<file path="src/rtl/led_breath_scheduler_if.sv">
// rtl/led_breath_scheduler_if.sv - mode command handshake for the LED scheduler
interface led_breath_scheduler_if #(
  parameter int CH_W = 2
);
  logic            cmd_valid;
  logic            cmd_ready;
  logic [CH_W-1:0] cmd_chan;
  logic [1:0]      cmd_mode;

  modport master (output cmd_valid, output cmd_chan, output cmd_mode, input cmd_ready);
  modport slave  (input cmd_valid, input cmd_chan, input cmd_mode, output cmd_ready);
endinterface

</file>
<file path="src/rtl/led_breath_scheduler.sv">
// rtl/led_breath_scheduler.sv - per-channel LED off/on/blink/breathe duty scheduler
// One shared sine-table lookup is time-multiplexed across channels on every phase tick.
module led_breath_scheduler #(
  parameter int CHANNELS    = 4,
  parameter int STEP_CYCLES = 97656,
  parameter int CH_W        = 2
) (
  input  logic                  clk,
  input  logic                  rst,
  led_breath_scheduler_if.slave cmd,
  output logic [7:0]            sin_index,
  input  logic [7:0]            sin_value,
  output logic [8*CHANNELS-1:0] duty,
  output logic                  busy
);
  localparam int SW = (STEP_CYCLES > 1) ? $clog2(STEP_CYCLES) : 1;
  localparam logic [1:0] M_OFF = 2'd0, M_ON = 2'd1, M_BLINK = 2'd2, M_BREATHE = 2'd3;

  typedef enum logic [1:0] {IDLE, ADDR, CAPT} state_t;

  state_t          state, state_nxt;
  logic [SW-1:0]   step_cnt;
  logic            tick, tick_pend, accept, start, last;
  logic [CH_W-1:0] ch;
  logic [1:0]      mode   [CHANNELS];
  logic [8:0]      phase  [CHANNELS];
  logic [7:0]      duty_r [CHANNELS];
  logic [8:0]      cur_phase;
  logic [1:0]      cur_mode;

  // Fold the 9-bit phase into a rising-then-falling 8-bit table address.
  function automatic logic [7:0] fold_phase(input logic [8:0] p);
    return p[8] ? 8'(9'd511 - p) : p[7:0];
  endfunction

  assign tick      = (step_cnt == SW'(STEP_CYCLES - 1));
  assign cur_phase = phase[ch];
  assign cur_mode  = mode[ch];
  assign last      = (ch == CH_W'(CHANNELS - 1));

  always_ff @(posedge clk or negedge rst) begin
    if (!rst) state <= IDLE;
    else      state <= state_nxt;
  end

  always_comb begin
    state_nxt     = state;
    cmd.cmd_ready = 1'b0;
    busy          = 1'b0;
    accept        = 1'b0;
    start         = 1'b0;
    case (state)
      IDLE: begin
        cmd.cmd_ready = 1'b1;
        accept        = cmd.cmd_valid;
        if (!cmd.cmd_valid && tick_pend) begin
          start     = 1'b1;
          state_nxt = ADDR;
        end
      end
      ADDR: begin
        busy      = 1'b1;
        state_nxt = CAPT;
      end
      CAPT: begin
        busy      = 1'b1;
        state_nxt = last ? IDLE : ADDR;
      end
      default: state_nxt = IDLE;
    endcase
  end

  always_ff @(posedge clk or negedge rst) begin
    if (!rst) begin
      step_cnt  <= '0;
      tick_pend <= 1'b0;
      ch        <= '0;
      sin_index <= '0;
      for (int i = 0; i < CHANNELS; i++) begin
        mode[i]   <= M_OFF;
        phase[i]  <= '0;
        duty_r[i] <= '0;
      end
    end else begin
      step_cnt <= tick ? '0 : step_cnt + SW'(1);
      // A tick landing on the scan-start cycle must win over the clear.
      if (tick)       tick_pend <= 1'b1;
      else if (start) tick_pend <= 1'b0;
      if (start) ch <= '0;

      if (accept) begin
        for (int i = 0; i < CHANNELS; i++) begin
          if (cmd.cmd_chan == CH_W'(i)) begin
            mode[i]  <= cmd.cmd_mode;
            phase[i] <= '0;
            if (cmd.cmd_mode == M_OFF) duty_r[i] <= 8'h00;
            if (cmd.cmd_mode == M_ON)  duty_r[i] <= 8'hFF;
          end
        end
      end

      if (state == ADDR) sin_index <= fold_phase(cur_phase);

      if (state == CAPT) begin
        for (int i = 0; i < CHANNELS; i++) begin
          if (ch == CH_W'(i)) begin
            case (cur_mode)
              M_BREATHE: duty_r[i] <= sin_value;
              M_BLINK:   duty_r[i] <= cur_phase[8] ? 8'h00 : 8'hFF;
              M_ON:      duty_r[i] <= 8'hFF;
              default:   duty_r[i] <= 8'h00;
            endcase
            if (cur_mode[1]) phase[i] <= cur_phase + 9'd1;
          end
        end
        if (!last) ch <= ch + CH_W'(1);
      end
    end
  end

  for (genvar g = 0; g < CHANNELS; g++) begin : g_duty
    assign duty[8*g +: 8] = duty_r[g];
  end
endmodule

</file>
<file path="src/flat_wrapper.sv">
// flat-port wrapper written by rule: the top's interface ports become plain ports
module led_breath_scheduler_flat 
#(
  parameter int CHANNELS    = 4,
  parameter int STEP_CYCLES = 97656,
  parameter int CH_W        = 2
)
  (clk, rst, sin_index, sin_value, duty, busy, cmd_cmd_valid, cmd_cmd_chan, cmd_cmd_mode, cmd_cmd_ready);
  led_breath_scheduler_if #(.CH_W(CH_W)) cmd_i ();
  input  logic clk;
  input  logic rst;
  output logic [7:0] sin_index;
  input  logic [7:0] sin_value;
  output logic [8*CHANNELS-1:0] duty;
  output logic busy;
  input wire logic [$bits(cmd_i.cmd_valid)-1:0] cmd_cmd_valid;
  input wire logic [$bits(cmd_i.cmd_chan)-1:0] cmd_cmd_chan;
  input wire logic [$bits(cmd_i.cmd_mode)-1:0] cmd_cmd_mode;
  output wire logic [$bits(cmd_i.cmd_ready)-1:0] cmd_cmd_ready;
  assign cmd_i.cmd_valid = cmd_cmd_valid;
  assign cmd_i.cmd_chan = cmd_cmd_chan;
  assign cmd_i.cmd_mode = cmd_cmd_mode;
  assign cmd_cmd_ready = cmd_i.cmd_ready;
  led_breath_scheduler #(.CHANNELS(CHANNELS), .STEP_CYCLES(STEP_CYCLES), .CH_W(CH_W)) u_core (.clk(clk), .rst(rst), .cmd(cmd_i), .sin_index(sin_index), .sin_value(sin_value), .duty(duty), .busy(busy));
endmodule
</file>
<file path="config.mk">
export PLATFORM = sky130hd
export DESIGN_NAME = led_breath_scheduler_flat
export DESIGN_NICKNAME = d
export VERILOG_FILES = /design/src/rtl/led_breath_scheduler_if.sv /design/src/rtl/led_breath_scheduler.sv /design/src/flat_wrapper.sv
export SDC_FILE = /design/constraint.sdc
export NUM_CORES = 1
export LEC_CHECK = 0
export ABC_AREA = 1
export BUFFER_PORTS_ARGS = -buffer_cell sky130_fd_sc_hd__buf_2
export CORE_MARGIN = 10
export CORE_UTILIZATION = 63
export DETAILED_ROUTE_END_ITERATION = 12
export GPL_TIMING_DRIVEN = 0
export PLACE_DENSITY_LB_ADDON = 0.08
export REMOVE_ABC_BUFFERS = 1
export SLEW_MARGIN = 0
export SYNTH_ARGS = -nofsm -noshare
export SYNTH_HDL_FRONTEND = slang
export SYNTH_SLANG_ARGS = --single-unit
</file>
<file path="constraint.sdc">
create_clock -name clk -period 3.7 [get_ports clk]
set_input_delay 0.555 -clock clk [delete_from_list [all_inputs] [get_ports clk]]
set_output_delay 0.555 -clock clk [all_outputs]
set_load 0.03 [all_outputs]
</file>
==> out/results.txt <==
First-pass GRT wire length -> 22.3 mm
CP max stage cell -> dfrtp_1
Max-cap violations -> 0
Setup Fix Bufs, Post-CTS -> 0
Layout cell share with drive strength beyond 1 -> 14.0%
Seq/Total Area, Yosys -> 50.9%
Delay of the slowest critical-path stage -> 1090 ps
Initial DRT Pass Iterations -> 5
Final hold violations -> 0
Ys Warns -> 0
Post-synth EDFFs -> 0
Sequential cell area -> 2650 µm²
Vias per std cell -> 5.89
Worst-path cell chain -> inv_4 -> nand2_1 -> nand3_1 -> nand2_2 -> ha_1 -> nand3_1 -> nor2_1 -> nand3_1 -> nand2_1 -> nand2_1 -> nand3_1 -> nand2_1
Synth Cell Area -> 5220 µm²
Die area -> 12300 µm²
Critical Path AT -> 3230 ps
CP Capture Type -> register
Later-pin clock latency in the skew report -> 370 ps
Core ar. -> 8130 µm²
Fin crit period -> 2980 ps
Die Span X -> 111 µm
Fillers -> 660
Family with the most delay on the worst path -> simple AND/OR/NAND/NOR gates
HP Class -> in -> async
Maximum clock rate -> 336 MHz
Detailed-route DRC error count -> 0
Peak supply drop -> 697 µV
Drt total wl -> 13.2 mm
Area taken by multi-input logic gates -> 2260 µm²
Synth cell types -> 35
Vias in the first global route -> 4577
Slew Limit Fails -> 0
Die extent in y -> 111 µm
RSZ-0062 raised after global routing -> false
Final design utilization -> 70.7%
CTS Buffer Depth -> 2
Drt wl/cell -> 16.8 µm
Clk_skew -> 16.7 ps
WP buf/inv -> 1
Initial antenna violation count -> 0
Syn Area/Cell -> 8.32 µm²
Post-CTS Hold Buffers -> 0
Rows -> 33
Post-route setup TNS -> 0 ps
DP HPWL -> 9.46 mm
Period Utilization, post-route -> 80.5%
Cts bufs inserted -> 9
Clock sinks -> 106
Setup WS post-layout -> 722 ps
Pwr dens -> 935 nW/µm²
Number of I/O pins -> 57
Async S/R FF share, synth -> 100%
Rel. slew slack -> 25.5%
Gp weighted congestion -> 0.867
CP Launch Type -> register
Cells after Synth -> 627
Static leakage -> 2.85 nW
Outcome -> finished, final reports clean
Buffers on Ports -> 56
Post-placement setup slack -> 851 ps
Worst Path Required -> 3960 ps
Clock-pin slew on the worst setup and hold paths -> 100 ps
Worst Max-Slew Pin Slew -> 1120 ps
Initial DRC Count -> 289
P&R area growth vs syn -> 10.3%
Total grt overflow -> 0
Nets -> 701
CP max FO -> 28
Critical path class -> reg -> reg
Worst reg2reg setup slack -> 720 ps
Primary FF master, synth -> dfrtp_1
Setup violators final -> 0
TritonCTS clock tree -> yes
#FFs+latches synth -> 106
Vias -> 4626
Pin count of the biggest net entering global routing -> 73
Initial core utilization -> 64.1%
Root buffer cell -> clkbuf_8
CTS resizes -> 0
Tot GR Track Use -> 21.4%
H-tree levels -> 3
Final ANT Viol Nets -> 0
N_diodes -> 0
[synthesized netlist by cell type, types with 4 or more instances]
cell      number  area share, %
nor3_1         6           0.58
nand3b_1      10            1.4
buf_4          4           0.58
o22ai_1        5           0.60
a21oi_1       71            6.8
clkbuf_1      10           0.72
nand3_1       59            5.7
o21a_1         6           0.86
dfrtp_1      106             51
nand2_1      163             12
inv_1         46            3.3
ha_1          11            2.6
nand4_1        9            1.1
o21ai_1        7           0.67
nor2_1        35            2.5
o21ai_0       29            2.8
xor2_1        10            1.7
nand2_2       12            1.4
[worst register-to-register path: cells and delay by family, from the launching register on]
kind                       cells  cell delay (ps)
DFF                            1             1090
buffers and inverters          1              320
adders and majority gates      1              210
and+or+nand+nor               10             1250
[cell usage in the layout, fill, tap and decap left out, types with 7 or more instances in the layout]
cell	netlist	layout
nand3_1	59	59
nand2_2	12	12
a21oi_1	71	71
inv_1	46	46
dfrtp_1	106	106
nand2_1	163	163
o21ai_1	7	7
buf_2	3	55
nand3b_1	10	10
ha_1	11	11
xor2_1	10	10
clkbuf_8	0	9
nand4_1	9	9
o21ai_0	29	29
nor2_1	35	35
[power breakdown]
group / total [mW] / leakage (nW) / internal, mW / switching [mW]
sequential: 1.93 / 1.33 / 1.61 / 0.323
clock: 0.753 / 0.106 / 0.331 / 0.422
combinational: 2.70 / 1.41 / 0.776 / 1.92
[kinds of logic after synthesis]
family / share of synthesized area, %
flops: 50.9
simple gates: 25.4
compound gates: 13.3
xor+xnor: 2.02
fa+ha+maj: 2.64
buf+inv: 5.81
[worst paths after layout]
check	endpoint	cells past startpoint	from
max in group asynchronous	u_core.mode[2]$_DFFE_PN0P_	2	rst
max reg2reg	u_core.phase[26]$_DFF_PN0_	12	u_core.ch[0]$_DFF_PN0_
min	u_core.step_cnt[9]$_DFF_PN0_	1	rst
min reg2reg	u_core.step_cnt[0]$_DFF_PN0_	1	u_core.step_cnt[0]$_DFF_PN0_
min in group clk	u_core.step_cnt[0]$_DFF_PN0_	1	u_core.step_cnt[0]$_DFF_PN0_
max	u_core.phase[26]$_DFF_PN0_	12	u_core.ch[0]$_DFF_PN0_
[layout make-up]
type / instances / area share, %
clock buffers: 10 / 2.22
multi-input cells: 450 / 39.3
inverters: 51 / 3.37
repair buffers: 57 / 5.39
well taps: 105 / 2.28
clock inverters: 6 / 1.37
flip-flops and latches: 106 / 46.1
[state kept, by name (all words and copies together), names as in the netlist]
signal            count
u_core.mode           8
u_core.tick_pend      1
u_core.sin_index      8
u_core.ch             2
u_core.step_cnt      17
u_core.phase         36
u_core.duty          32
u_core.state          2
[per-layer routing]
metal  routed length [µm]  global-route usage [%]  vias to the layer above  share of wire (%)
met2                 6180                    34.5                      185                 47
li1                     -                       -                     2175                  -
met3                  954                    5.30                       14                7.2
met4                  182                    5.21                        0                1.4
met5                    0                       0                        -                  0
met1                 5890                    28.3                     2252                 45
[stage by stage]
step	hold WS, ps	total power, mW	instances	area, µm²
final	135	5.38	785	5750
after global routing	155	5.77	785	5750
after CTS	143	5.38	785	5750
after detailed placement	460	4.62	769	5550
after global placement	446	4.52	768	5520
after floorplan	259	3.79	607	5110
(Power assumes the default switching activity.)
